## config.mk

```make
export PLATFORM = sky130hd
export DESIGN_NAME = delay_bank_sched
export DESIGN_NICKNAME = d
export VERILOG_FILES = /design/src/rtl/delay_bank_sched.sv
export SDC_FILE = /design/constraint.sdc
export NUM_CORES = 1
export LEC_CHECK = 0
export CAP_MARGIN = 20
export CORE_MARGIN = 2
export CORE_UTILIZATION = 40
export DETAILED_ROUTE_END_ITERATION = 8
export PLACE_DENSITY = 0.67
export SLEW_MARGIN = 40
export SYNTH_ARGS = -nofsm -noshare
export SYNTH_HDL_FRONTEND = slang
export SYNTH_SLANG_ARGS = --single-unit
```

## constraint.sdc

```tcl
create_clock -name clk -period 3.35 [get_ports clk]
set_input_delay 0.5025 -clock clk [delete_from_list [all_inputs] [get_ports clk]]
set_output_delay 0.5025 -clock clk [all_outputs]
set_load 0.005 [all_outputs]
```

## src/rtl/delay_bank_sched.sv

```systemverilog
// Purpose : arbitrated, frame-sequenced z^-1 store; NSLOT requesters each own one
//           WIDTH-bit delay slot, served round-robin once per frame, all slots commit together.
// Latency : rdata is combinational with gnt; a written value is readable in the next frame.
//           Backpressure: req is held until gnt, one grant per cycle, at most one per slot per frame.
// Build option: DLY_ZERO_ON_MISS_EN -- slots missed in an overrun frame commit 0 instead of
//               keeping their previous value.
module delay_bank_sched #(
    parameter int WIDTH = 24,
    parameter int NSLOT = 4
) (
    input  logic                   clk,
    input  logic                   reset,
    input  logic                   frame_start,
    input  logic [NSLOT-1:0]       req,
    input  logic [NSLOT*WIDTH-1:0] wdata,
    output logic [NSLOT-1:0]       gnt,
    output logic [WIDTH-1:0]       rdata,
    output logic                   busy,
    output logic                   done,
    output logic                   overrun
);

    localparam int PW = (NSLOT > 1) ? $clog2(NSLOT) : 1;

    typedef enum logic [1:0] {
        ST_IDLE    = 2'd0,
        ST_COLLECT = 2'd1,
        ST_COMMIT  = 2'd2
    } state_t;

    state_t                        state_q, state_d;
    logic [NSLOT-1:0][WIDTH-1:0]   active_q, active_d;
    logic [NSLOT-1:0][WIDTH-1:0]   shadow_q, shadow_d;
    logic [NSLOT-1:0]              served_q, served_d;
    logic [PW-1:0]                 rr_ptr_q, rr_ptr_d;
    logic                          pend_q, pend_d;
    logic                          overrun_q, overrun_d;

    logic [NSLOT-1:0]              eligible;
    logic                          gnt_any;
    logic [PW-1:0]                 gnt_idx;
    logic [PW-1:0]                 scan_idx;
    logic [NSLOT-1:0]              gnt_vec;

    // Round-robin pick: first eligible slot starting at rr_ptr, wrapping modulo NSLOT.
    always_comb begin
        eligible = req & ~served_q;
        gnt_any  = 1'b0;
        gnt_idx  = '0;
        scan_idx = '0;
        gnt_vec  = '0;
        if (state_q == ST_COLLECT) begin
            for (int i = 0; i < NSLOT; i++) begin
                scan_idx = PW'((int'(rr_ptr_q) + i) % NSLOT);
                if (!gnt_any && eligible[scan_idx]) begin
                    gnt_any = 1'b1;
                    gnt_idx = scan_idx;
                end
            end
        end
        if (gnt_any) begin
            gnt_vec[gnt_idx] = 1'b1;
        end
    end

    assign gnt     = gnt_vec;
    assign rdata   = gnt_any ? active_q[gnt_idx] : '0;
    assign busy    = (state_q != ST_IDLE);
    assign done    = (state_q == ST_COMMIT);
    assign overrun = overrun_q;

    // Frame sequencing: collect grants into shadow, then commit shadow to active in one cycle.
    always_comb begin
        state_d   = state_q;
        active_d  = active_q;
        shadow_d  = shadow_q;
        served_d  = served_q;
        rr_ptr_d  = rr_ptr_q;
        pend_d    = pend_q;
        overrun_d = 1'b0;
        case (state_q)
            ST_IDLE: begin
                if (frame_start) begin
                    state_d  = ST_COLLECT;
                    served_d = '0;
`ifdef DLY_ZERO_ON_MISS_EN
                    shadow_d = '0;
`else
                    shadow_d = active_q;
`endif
                end
            end
            ST_COLLECT: begin
                if (gnt_any) begin
                    shadow_d[gnt_idx] = wdata[int'(gnt_idx)*WIDTH +: WIDTH];
                    served_d          = served_q | gnt_vec;
                    rr_ptr_d          = PW'((int'(gnt_idx) + 1) % NSLOT);
                end
                if (&served_d) begin
                    // Final grant and a new frame_start together is a normal close, not an overrun.
                    state_d = ST_COMMIT;
                    if (frame_start) begin
                        pend_d = 1'b1;
                    end
                end else if (frame_start) begin
                    overrun_d = 1'b1;
                    pend_d    = 1'b1;
                    state_d   = ST_COMMIT;
                end
            end
            ST_COMMIT: begin
                active_d = shadow_q;
                served_d = '0;
                pend_d   = 1'b0;
                if (pend_q || frame_start) begin
                    state_d = ST_COLLECT;
                    // Shadow already equals the freshly committed state unless misses are flushed.
`ifdef DLY_ZERO_ON_MISS_EN
                    shadow_d = '0;
`else
                    shadow_d = shadow_q;
`endif
                end else begin
                    state_d = ST_IDLE;
                end
            end
            default: begin
                state_d = ST_IDLE;
            end
        endcase
    end

    // State registers with synchronous active-low reset.
    always_ff @(posedge clk) begin
        if (!reset) begin
            state_q   <= ST_IDLE;
            active_q  <= '0;
            shadow_q  <= '0;
            served_q  <= '0;
            rr_ptr_q  <= '0;
            pend_q    <= 1'b0;
            overrun_q <= 1'b0;
        end else begin
            state_q   <= state_d;
            active_q  <= active_d;
            shadow_q  <= shadow_d;
            served_q  <= served_d;
            rr_ptr_q  <= rr_ptr_d;
            pend_q    <= pend_d;
            overrun_q <= overrun_d;
        end
    end

endmodule

```

==> metrics.md <==
| Metric | Value |
|---|---|
| Final worst-path cycle share | 98.7% |
| Via Count | between 9000 and 10000 |
| Initial Util | between 40% and 50% |
| DR iter-0 viols | 798 |
| Max transition margin | about 45% |
| HP Class | flop to flop |
| Met3 routed WL | ~2.4 mm |
| Syn Inst Count | about 1200 |
| Max Root-Sink Buffers | 3 |
| CP max stage cell | clkdlybuf4s50_1 |
| Gpl congestion | ~0.80 |
| Vias in the first global route | ~9400 |
| Max Used Layer | met4 |
| Post-synth EDFFs | 0 |
| 1st-pass router iterations | 7 |
| CP max FO | 13 |
| Crit path DAT | ~2.8 ns |
| Post-Route Skew | 0.0112 ns |
| CTS clk-pin slew, worst paths | 0.06 ns |
| Hold_buf cts | 0 |
| CP cell instances | clkdlybuf4s50_1 -> nor3b_2 -> buf_4 -> a21oi_1 -> o211a_4 -> inv_4 -> buf_12 -> ha_1 -> nand2_2 -> inv_1 -> clkdlybuf4s50_1 |
| Register area share after synthesis | between 40% and 50% |
| Required @ worst endpoint | 2.85 ns |
| Reg area | 4050 um2 |
| # diodes | 0 |
| Max VDD drop | about 360 uV |
| All-Layer GR Usage | roughly 24% |
| Final ANT Viol Nets | 0 |
| Synth Cell Area | between 10000 and 15000 um2 |
| CTS sink count | between 200 and 250 |
| Critical path type | input pin to primary output |
| WP buf/inv | 6 |
| Syn. warnings | 0 |
| Dominant synthesized flop cell | dfxtp_1 |
| Final Max Tran Viols | 0 |
| Core area | ~24000 um2 |
| Family with the most delay on the worst path | buffers and inverters |
| Avg Vias per Cell | roughly 5.7 |
| Worst path most repeated cell | clkdlybuf4s50_1 |
| CTS root buf | clkbuf_16 |
| Filler cells | 2217 |
| Fin util | about 54% |
| Grt ovf | 0 |
| Setup violators final | 0 |
| Startpoint types | input pin |
| Met1 WL | between 10 and 15 mm |
| Die extent in y | about 160 um |
| CTS tree | done |
| Share of cells above drive strength 1 | between 10% and 20% |
| I/O pin total | 134 |
| Slowest stage delay, CP | 0.50 ns |
| Area grow syn2layout | 31.6% |
| First-pass GRT wire length | approximately 51 mm |
| DRC violations left | 0 |
| Die X | 162 um |
| Routed Wire Length | about 32 mm |
| DP Area | around 12000 um2 |
| Final Cell Area | between 10000 and 15000 um2 |
| Synth Register Bits | between 200 and 250 |
| FFs w/ async S/R, synth | 0% |
| Leak Pwr | roughly 4.6 nW |
| Power density over cell area | between 400 and 500 nW/um2 |
| Die Footprint | approximately 26000 um2 |
| Least-Margin Pin Slew | between 0.8 and 0.9 ns |
| Avg Synthesized Cell Area | 8.13 um2 |
| Multi-input logic area | 5200 um2 |
| DR WL/cell | roughly 19 um |
| Max Clock Freq | roughly 300 MHz |
| Max Cap Violations | 0 |
| Worst setup EP type | primary output |
| Fin. Hold Viols | 0 |
| Fin crit period | about 3.3 ns |
| Total CTS buffers | 23 |
| IO Port Bufs | between 100 and 150 |
| Met2 WL post-DR | approximately 15 mm |
| Post-DP HPWL | a little under 20 mm |
| Unrepaired setup endpoints after global routing | yes |
| Yosys cell types | 41 |
| Syn nets | roughly 1300 |
| Post-layout nets | about 1500 |
| CTS H-tree lvls | 1 |
| Largest net degree at the start of global routing | 98 |
| Skew-Pair Late Insertion Delay | a little over 0.5 ns |
| Initial antenna violation count | 0 |
| Row count | 57 |
| Outcome | finished, final reports clean |
| Setup Total Neg Slack | 0 ns |
## layout by cell type, fill, tap and decap left out, drive strengths merged
cell / count
o32ai: 1
nor3: 1
a31oi: 2
nor3b: 2
o21ai: 98
nand4: 1
clkbuf: 39
o21a: 2
o221a: 95
a211oi: 48
nand2: 208
o221ai: 4
a21oi: 111
and2b: 1
clkdlybuf4s50: 107
buf: 111
ha: 4
nand2b: 17
or3b: 1
nand3: 2
o22ai: 92
a41oi: 1
mux2i: 72
nor2b: 4
dlygate4sd2: 18
or2: 2
a22oi: 2
and3: 1
bufbuf: 1
clkinv: 3
o211a: 1
inv: 106
clkinvlp: 1
nor2: 36
bufinv: 2
o2bb2ai: 2
clkdlybuf4s15: 1
dfxtp: 202
## registers in the layout (all words and copies together) (netlist names)
signal    flops
active_q     96
overrun       1
pend_q        1
rr_ptr_q      2
served_q      4
shadow_q     96
state_q       2
## logic make-up (layout without fill, tap and decap cells)
family          after synthesis  count (layout)  share of synthesized area, %
compound gates              459             459                          31.8
buf+inv                     219             389                          8.87
fa+ha+maj                     4               4                         0.500
flops                       202             202                          40.4
mux                          72              72                          7.20
simple gates                276             276                          11.3
## through the flow
stage	instances	setup slack (ns)	power, mW	hold WS [ns]
5_1_grt	1726	-0.0735	6.55	0.460
3_3_place_gp	1679	-0.138	3.70	0.432
3_5_place_dp	1679	-0.172	3.72	0.439
6_report	1726	0.0426	6.32	0.447
4_1_cts	1725	-0.0460	6.32	0.446
2_1_floorplan	1232	0.525	3.25	0.429
## layout make-up
cell class / instances / share of cell area, %
Inverter: 105 / 3.01
Multi-Input combinational cell: 811 / 39.4
Sequential cell: 202 / 30.8
Timing Repair Buffer: 244 / 17.7
Clock buffer: 33 / 5.27
Tap cell: 324 / 3.08
Clock inverter: 7 / 0.693
## layer usage
layer  vias to the layer above  track usage, %
met2                       391            39.8
met1                      4725            32.9
li1                       4719               -
met5                         -               0
met4                         0            5.91
met3                        57            3.63
## worst paths after layout
| path | start | end | cells past startpoint | slack [ns] |
|---|---|---|---|---|
| max | req[0] | gnt[0] | 11 | 0.04 |
| min | shadow_q[74] | active_q[74] | 2 | 0.45 |
| max reg2reg | served_q[0] | shadow_q[5] | 11 | 0.54 |
| min reg2reg | shadow_q[74] | active_q[74] | 2 | 0.45 |
## synth_stat cells, drive strengths merged, types with 17 or more instances
library cell | count | share of area [%]
a211oi | 48 | 3.6
a21oi | 111 | 5.5
buf | 23 | 1.5
clkbuf | 91 | 3.4
dfxtp | 202 | 40
inv | 105 | 3.9
mux2i | 72 | 7.2
nand2 | 208 | 7.8
nand2b | 17 | 1.1
nor2 | 36 | 1.4
o21ai | 98 | 4.9
o221a | 95 | 11
o22ai | 92 | 5.7
## worst min-delay path, cell delays in order (launching register included)
cell and delay, ns:
dfxtp_1 0.31, nand2_1 0.05, a21oi_1 0.05
## power breakdown
part	switching [mW]	total [mW]	internal (mW)
combinational	0.585	1.11	0.529
sequential	0.0689	2.60	2.54
clock	1.02	2.61	1.59
## what timing repair did
action,4_1_cts,5_1_grt
setup buffers,5,1
pin swaps,9,7
cloned,1,0
endpoints found under the setup margin,28,14
gates resized for setup,43,26
Note: power is estimated with default switching activity, not from simulation.
